==> src/rtl/roce_read_responder.sv <==
`default_nettype none
// ============================================================================
// Module      : roce_read_responder
// Description : Accepts RDMA read commands on a meta stream, emits the read
//               response as 64-byte beats whose 8-byte lanes carry their own
//               remote address, then one completion status word per command.
// Revision    : 1.0 - initial release
// ============================================================================
module roce_read_responder #(
    parameter int C_S_AXIS_META_TDATA_WIDTH   = 256,
    parameter int C_M_AXIS_DATA_TDATA_WIDTH   = 512,
    parameter int C_M_AXIS_STATUS_TDATA_WIDTH = 512
) (
    input  logic                                       ap_clk,
    input  logic                                       areset,
    input  logic                                       s_axis_meta_tvalid,
    output logic                                       s_axis_meta_tready,
    input  logic [C_S_AXIS_META_TDATA_WIDTH-1:0]       s_axis_meta_tdata,
    input  logic [C_S_AXIS_META_TDATA_WIDTH/8-1:0]     s_axis_meta_tkeep,
    input  logic                                       s_axis_meta_tlast,
    output logic                                       m_axis_data_tvalid,
    input  logic                                       m_axis_data_tready,
    output logic [C_M_AXIS_DATA_TDATA_WIDTH-1:0]       m_axis_data_tdata,
    output logic [C_M_AXIS_DATA_TDATA_WIDTH/8-1:0]     m_axis_data_tkeep,
    output logic                                       m_axis_data_tlast,
    output logic                                       m_axis_status_tvalid,
    input  logic                                       m_axis_status_tready,
    output logic [C_M_AXIS_STATUS_TDATA_WIDTH-1:0]     m_axis_status_tdata,
    output logic [C_M_AXIS_STATUS_TDATA_WIDTH/8-1:0]   m_axis_status_tkeep,
    output logic                                       m_axis_status_tlast,
    output logic [31:0]                                rd_cmd_cnt,
    output logic [31:0]                                err_cnt,
    output logic                                       busy
);

    localparam int LANES      = C_M_AXIS_DATA_TDATA_WIDTH / 64;
    localparam int DATA_BYTES = C_M_AXIS_DATA_TDATA_WIDTH / 8;
    localparam int STATUS_W   = 156;

    typedef enum logic [1:0] {
        S_IDLE   = 2'd0,
        S_DATA   = 2'd1,
        S_STATUS = 2'd2
    } state_t;

    state_t      state_q, state_d;
    logic [23:0] qpn_q, qpn_d;
    logic [47:0] laddr_q, laddr_d;
    logic [47:0] raddr_q, raddr_d;
    logic [31:0] len_q, len_d;
    logic [3:0]  code_q, code_d;
    logic [47:0] addr_q, addr_d;      // remote address of the current beat
    logic [25:0] left_q, left_d;      // beats remaining after the current one
    logic [31:0] rd_cnt_q, rd_cnt_d;
    logic [31:0] err_cnt_q, err_cnt_d;

    // Meta field decode
    logic [2:0]  meta_op;
    logic [23:0] meta_qpn;
    logic [47:0] meta_laddr;
    logic [47:0] meta_raddr;
    logic [31:0] meta_len;
    logic [32:0] nbeats_m1;           // ceil(len/64)-1, 33-bit so len=0xFFFFFFFF does not overflow
    logic        meta_fire;
    logic        data_fire;
    logic        status_fire;
    logic        data_vld;
    logic        status_vld;
    logic [DATA_BYTES-1:0] last_keep;
    logic [STATUS_W-1:0]   status_word;
    logic        meta_unused;

    assign meta_op    = s_axis_meta_tdata[2:0];
    assign meta_qpn   = s_axis_meta_tdata[26:3];
    assign meta_laddr = s_axis_meta_tdata[74:27];
    assign meta_raddr = s_axis_meta_tdata[122:75];
    assign meta_len   = s_axis_meta_tdata[154:123];
    assign nbeats_m1  = (({1'b0, meta_len} + 33'd63) >> 6) - 33'd1;

    assign meta_unused = ^{s_axis_meta_tkeep, s_axis_meta_tlast,
                           s_axis_meta_tdata[C_S_AXIS_META_TDATA_WIDTH-1:155],
                           nbeats_m1[32:26]};

    assign data_vld    = (state_q == S_DATA);
    assign status_vld  = (state_q == S_STATUS);
    assign meta_fire   = s_axis_meta_tvalid & s_axis_meta_tready;
    assign data_fire   = data_vld & m_axis_data_tready;
    assign status_fire = status_vld & m_axis_status_tready;

    // Next-state and command-context update
    always_comb begin
        state_d   = state_q;
        qpn_d     = qpn_q;
        laddr_d   = laddr_q;
        raddr_d   = raddr_q;
        len_d     = len_q;
        code_d    = code_q;
        addr_d    = addr_q;
        left_d    = left_q;
        rd_cnt_d  = rd_cnt_q;
        err_cnt_d = err_cnt_q;
        unique case (state_q)
            S_IDLE: begin
                if (meta_fire) begin
                    qpn_d   = meta_qpn;
                    laddr_d = meta_laddr;
                    raddr_d = meta_raddr;
                    len_d   = meta_len;
                    addr_d  = meta_raddr;
                    left_d  = nbeats_m1[25:0];
                    if (meta_op != 3'd0) begin
                        state_d = S_STATUS;
                        code_d  = 4'd1;
                    end else if (meta_len == 32'd0) begin
                        state_d = S_STATUS;
                        code_d  = 4'd2;
                    end else begin
                        state_d = S_DATA;
                        code_d  = 4'd0;
                    end
                end
            end
            S_DATA: begin
                if (data_fire) begin
                    if (left_q == 26'd0) begin
                        state_d = S_STATUS;
                        code_d  = 4'd0;
                    end else begin
                        left_d = left_q - 26'd1;
                        addr_d = addr_q + 48'd64;
                    end
                end
            end
            S_STATUS: begin
                if (status_fire) begin
                    state_d = S_IDLE;
                    if (code_q == 4'd0) rd_cnt_d  = rd_cnt_q + 32'd1;
                    else                err_cnt_d = err_cnt_q + 32'd1;
                end
            end
            default: state_d = S_IDLE;
        endcase
    end

    // State register; reset aborts any command in flight and clears counters
    always_ff @(posedge ap_clk) begin
        if (areset) begin
            state_q   <= S_IDLE;
            qpn_q     <= '0;
            laddr_q   <= '0;
            raddr_q   <= '0;
            len_q     <= '0;
            code_q    <= '0;
            addr_q    <= '0;
            left_q    <= '0;
            rd_cnt_q  <= '0;
            err_cnt_q <= '0;
        end else begin
            state_q   <= state_d;
            qpn_q     <= qpn_d;
            laddr_q   <= laddr_d;
            raddr_q   <= raddr_d;
            len_q     <= len_d;
            code_q    <= code_d;
            addr_q    <= addr_d;
            left_q    <= left_d;
            rd_cnt_q  <= rd_cnt_d;
            err_cnt_q <= err_cnt_d;
        end
    end

    // Partial final beat keeps only the low len%64 bytes
    assign last_keep = (len_q[5:0] == 6'd0) ? {DATA_BYTES{1'b1}}
                     : (({{(DATA_BYTES-1){1'b0}}, 1'b1} << len_q[5:0]) - {{(DATA_BYTES-1){1'b0}}, 1'b1});

    for (genvar k = 0; k < LANES; k++) begin : g_lane
        assign m_axis_data_tdata[64*k +: 64] = data_vld ? {16'h0, addr_q + 48'(8*k)} : 64'h0;
    end

    assign s_axis_meta_tready = (state_q == S_IDLE) && !areset;
    assign m_axis_data_tvalid = data_vld;
    assign m_axis_data_tlast  = data_vld && (left_q == 26'd0);
    assign m_axis_data_tkeep  = !data_vld ? '0 : ((left_q == 26'd0) ? last_keep : '1);

    assign status_word          = {code_q, len_q, raddr_q, laddr_q, qpn_q};
    assign m_axis_status_tvalid = status_vld;
    assign m_axis_status_tdata  = status_vld ? {{(C_M_AXIS_STATUS_TDATA_WIDTH-STATUS_W){1'b0}}, status_word} : '0;
    assign m_axis_status_tkeep  = status_vld ? '1 : '0;
    assign m_axis_status_tlast  = status_vld;

    assign rd_cmd_cnt = rd_cnt_q;
    assign err_cnt    = err_cnt_q;
    assign busy       = (state_q != S_IDLE);

endmodule
`default_nettype wire
==> config.mk <==
export PLATFORM = sky130hd
export DESIGN_NAME = roce_read_responder
export DESIGN_NICKNAME = d
export VERILOG_FILES = /design/src/rtl/roce_read_responder.sv
export SDC_FILE = /design/constraint.sdc
export NUM_CORES = 1
export LEC_CHECK = 0
export BUFFER_PORTS_ARGS = -buffer_cell sky130_fd_sc_hd__buf_2
export CELL_PAD_IN_SITES_DETAIL_PLACEMENT = 1
export CELL_PAD_IN_SITES_GLOBAL_PLACEMENT = 2
export CORE_AREA = 2 2 592 594
export DETAILED_ROUTE_END_ITERATION = 12
export DIE_AREA = 0 0 594 596
export PLACE_DENSITY_LB_ADDON = 0.1
export REMOVE_ABC_BUFFERS = 1
export SKIP_CTS_REPAIR_TIMING = 1
export SLEW_MARGIN = 25
export SYNTH_ARGS = -nofsm -noshare
export SYNTH_HDL_FRONTEND = slang
export SYNTH_SLANG_ARGS = --single-unit
==> constraint.sdc <==
create_clock -name ap_clk -period 3.6 [get_ports ap_clk]
set_clock_uncertainty 0.1 [all_clocks]
set_input_delay 0.36 -clock ap_clk [delete_from_list [all_inputs] [get_ports ap_clk]]
set_output_delay 0.36 -clock ap_clk [all_outputs]
set_load 0.02 [all_outputs]
==> impl_metrics.env <==
export IMPL_port_buffers=895
export IMPL_synthAdderAreaFrac_pct=0.6520
export IMPL_total_power_mw=12.62
export IMPL_grt_pass1_wl_um=284700
export IMPL_start_kind="register"
export IMPL_status="completed"
export IMPL_synth_avg_cell_area_um2=6.669
export IMPL_drc=0
export IMPL_via_per_inst=3.134
export IMPL_combPwrFrac_pct=26.0
export IMPL_ctsHtreeMaxLevel=2
export IMPL_cts_buffer_depth=3
export IMPL_boundaryPins=1516
export IMPL_synthTopCellsByArea="dfxtp_1, buf_4, nand2_1"
export IMPL_synth_area_mux_share_pct=0.3400
export IMPL_drtAntennaViolNets=0
export IMPL_grt_overflow_total=0
export IMPL_power_density_nw_per_um2=300.4
export IMPL_numCtsBuffers=52
export IMPL_yosysSeqAreaShare_pct=21.91
export IMPL_tightest_slew_ns=0.9096
export IMPL_mostFrequentLayoutCells="buf_2, nand2_1, conb_1, nor2_1, buf_4"
export IMPL_grt_usage_pct=11.65
export IMPL_die_x_um=594
export IMPL_async_reset_ff_share_pct=0
export IMPL_fill_cells=41790
export IMPL_critPathMaxFanout=8
export IMPL_p_int_mw=7.825
export IMPL_cts_tree="yes"
export IMPL_rsz0062_at_grt="true"
export IMPL_num_rows=217
export IMPL_synth_top_area_share_pct=21.91
export IMPL_yosys_area_share_simple_pct=31.69
export IMPL_synth_edf_count=0
export IMPL_die_area_um2=354000
export IMPL_start_util_pct=7.724
export IMPL_dr_first_iter_drc_count=994
export IMPL_synth_top_family_by_area="simple AND/OR/NAND/NOR gates"
export IMPL_synth_seq_cells=294
export IMPL_grt_max_degree=133
export IMPL_p_switching_mw=4.790
export IMPL_clkLatencyLatePin_ns=0.73
export IMPL_relSlewSlack_pct=39.36
export IMPL_drive_above_1_share_pct=32.25
export IMPL_syn_inst=4028
export IMPL_slew_violations=0
export IMPL_first_pass_iters=5
export IMPL_grt_pass1_vias=30530
export IMPL_synth_compound_area_share_pct=15.02
export IMPL_regToRegSetupSlack_ns=0.46
export IMPL_syn_to_final_growth_pct=56.35
export IMPL_dp_hpwl_um=171800
export IMPL_cp_end_kind="output port"
export IMPL_synth_xor_area_share_pct=9.129
export IMPL_critPathKind="reg2out"
export IMPL_coreArea_um2=347800
export IMPL_ir_worst_vdd_uv=370.0
export IMPL_synth_ff_type="dfxtp_1"
export IMPL_fmaxAchievable_mhz=281.2
export IMPL_power_frac_seq_pct=28.7
export IMPL_clk_pin_slew_worst_paths_ns=0.06
export IMPL_fin_crit_sh_pct=98.79
export IMPL_clockPowerShare_pct=45.3
export IMPL_synth_top_area_cell="dfxtp_1"
export IMPL_routedWlPerCell_um=22.07
export IMPL_dieHeight_um=596
export IMPL_cts_sinks=294
export IMPL_gp_congestion=0.7087
export IMPL_fin_hold_ws_ns=0.04413
export IMPL_ctsRootBufferMaster="clkbuf_16"
export IMPL_ys_types=88
export IMPL_switching_share_pct=37.97
export IMPL_hp_class="in2reg"
export IMPL_p_leak_nw=17.29
export IMPL_antenna_found_initial=38
export IMPL_syn_area_um2=26860
export IMPL_finalHoldViolCount=0
export IMPL_yosys_warnings=0
export IMPL_final_common_cell="buf_2"
export IMPL_routed_wl_um=216100
export IMPL_vias=30680
export IMPL_crit_arrival_ns=3.10
export IMPL_finalNetCount=5431
export IMPL_crit_required_ns=3.14
export IMPL_tns_ns=0
export IMPL_timing_max_cap_violations=0
export IMPL_layout_min_cycle_time_ns=3.556
export IMPL_setup_violations=0
-- cell type report --
type / instances / area (um2) / area share (%)
Antenna cell: 29 / 72.57 / 0.1728
Clock buffer: 73 / 1500 / 3.572
Clock inverter: 20 / 342.8 / 0.8162
Inverter: 29 / 131.4 / 0.3128
Multi-Input combinational cell: 3291 / 18280 / 43.51
Sequential cell: 294 / 5988 / 14.26
Tap cell: 4599 / 5754 / 13.70
Timing Repair Buffer: 1455 / 9937 / 23.66
-- sequential cells by signal, indices dropped and copies added, names as in the netlist --
name / cells
addr_q: 48
code_q: 2
err_cnt: 32
laddr_q: 48
left_q: 26
len_q: 32
qpn_q: 24
raddr_q: 48
rd_cmd_cnt: 32
state_q: 2
-- per-stage QoR --
stage	worst slack [ns]	cells	utilization (%)	cell area [um2]
floorplan	-22.02	3614	-	23090
global placement	-0.1589	9444	10.42	36240
detailed placement	-0.2077	9444	10.42	36250
CTS	-1.034	9537	10.95	38090
global route	-0.2274	9768	12.06	41950
finish	0.04366	9790	12.08	42000
-- synth_stat cells (3+ instances only) --
library cell	number
o31ai_1	16
a31oi_1	19
dfxtp_1	294
clkbuf_2	4
and4_1	12
a211oi_1	26
or4_1	6
clkbuf_1	257
a22oi_1	19
nand4_1	58
nor3b_1	3
mux2i_1	8
a311oi_1	7
xnor2_1	101
nand2_1	601
o41ai_1	5
ha_1	14
and2_1	215
a2111oi_4	3
a21o_1	6
a31o_2	3
o21bai_1	3
nand2b_1	9
nor2b_1	9
or2_2	8
nor4_1	32
buf_1	36
o32ai_1	5
xor2_1	179
nor3_1	69
or3_1	121
inv_1	28
a21oi_1	246
a41oi_1	5
nor2_1	481
buf_2	16
nand3_1	143
o21a_1	8
buf_4	586
o22ai_1	16
o21ai_0	273
and3_1	20
-- critical path, cell delays in order, from the launching register on --
cell	delay [ns]
dfxtp_2	0.36
buf_6	0.11
nand4_1	0.13
nor3_2	0.14
buf_4	0.18
nand4_1	0.15
buf_6	0.17
nor4_4	0.39
buf_6	0.21
nand2_1	0.08
xor2_1	0.16
nor2_1	0.09
buf_4	0.19
-- logic make-up after synthesis --
group           count (synthesis)
xor+xnor                      280
mux                             9
other cells                     1
flops                         294
buf+inv                       928
compound gates                691
fa+ha+maj                      14
simple gates                 1811
-- path summary, 6_finish.rpt --
| kind | start | end | cells after the start |
|---|---|---|---|
| min reg2reg | qpn_q[6] | qpn_q[6] | 2 |
| max | addr_q[21] | m_axis_data_tdata[482] | 12 |
| max reg2reg | state_q[1] | left_q[16] | 12 |
| min | s_axis_meta_tdata[1] | code_q[0] | 4 |
-- layer usage --
layer	GRT usage, %	wire [um]	vias to the layer above
li1	-	-	14540
met1	14.17	93600	15050
met2	20.07	103900	965
met3	3.735	14990	119
met4	2.064	3525	8
met5	0	51	-
-- power groups by stage --
stage,logic [mW],registers [mW],clock network (mW)
2_1_floorplan,1.50,3.71,0
3_3_place_gp,3.01,3.68,0
3_5_place_dp,3.00,3.68,0
6_report,3.28,3.62,5.72
5_1_grt,3.58,3.65,6.22
4_1_cts,3.01,3.61,6.17
No activity file was read; power rests on OpenSTA's default activity.
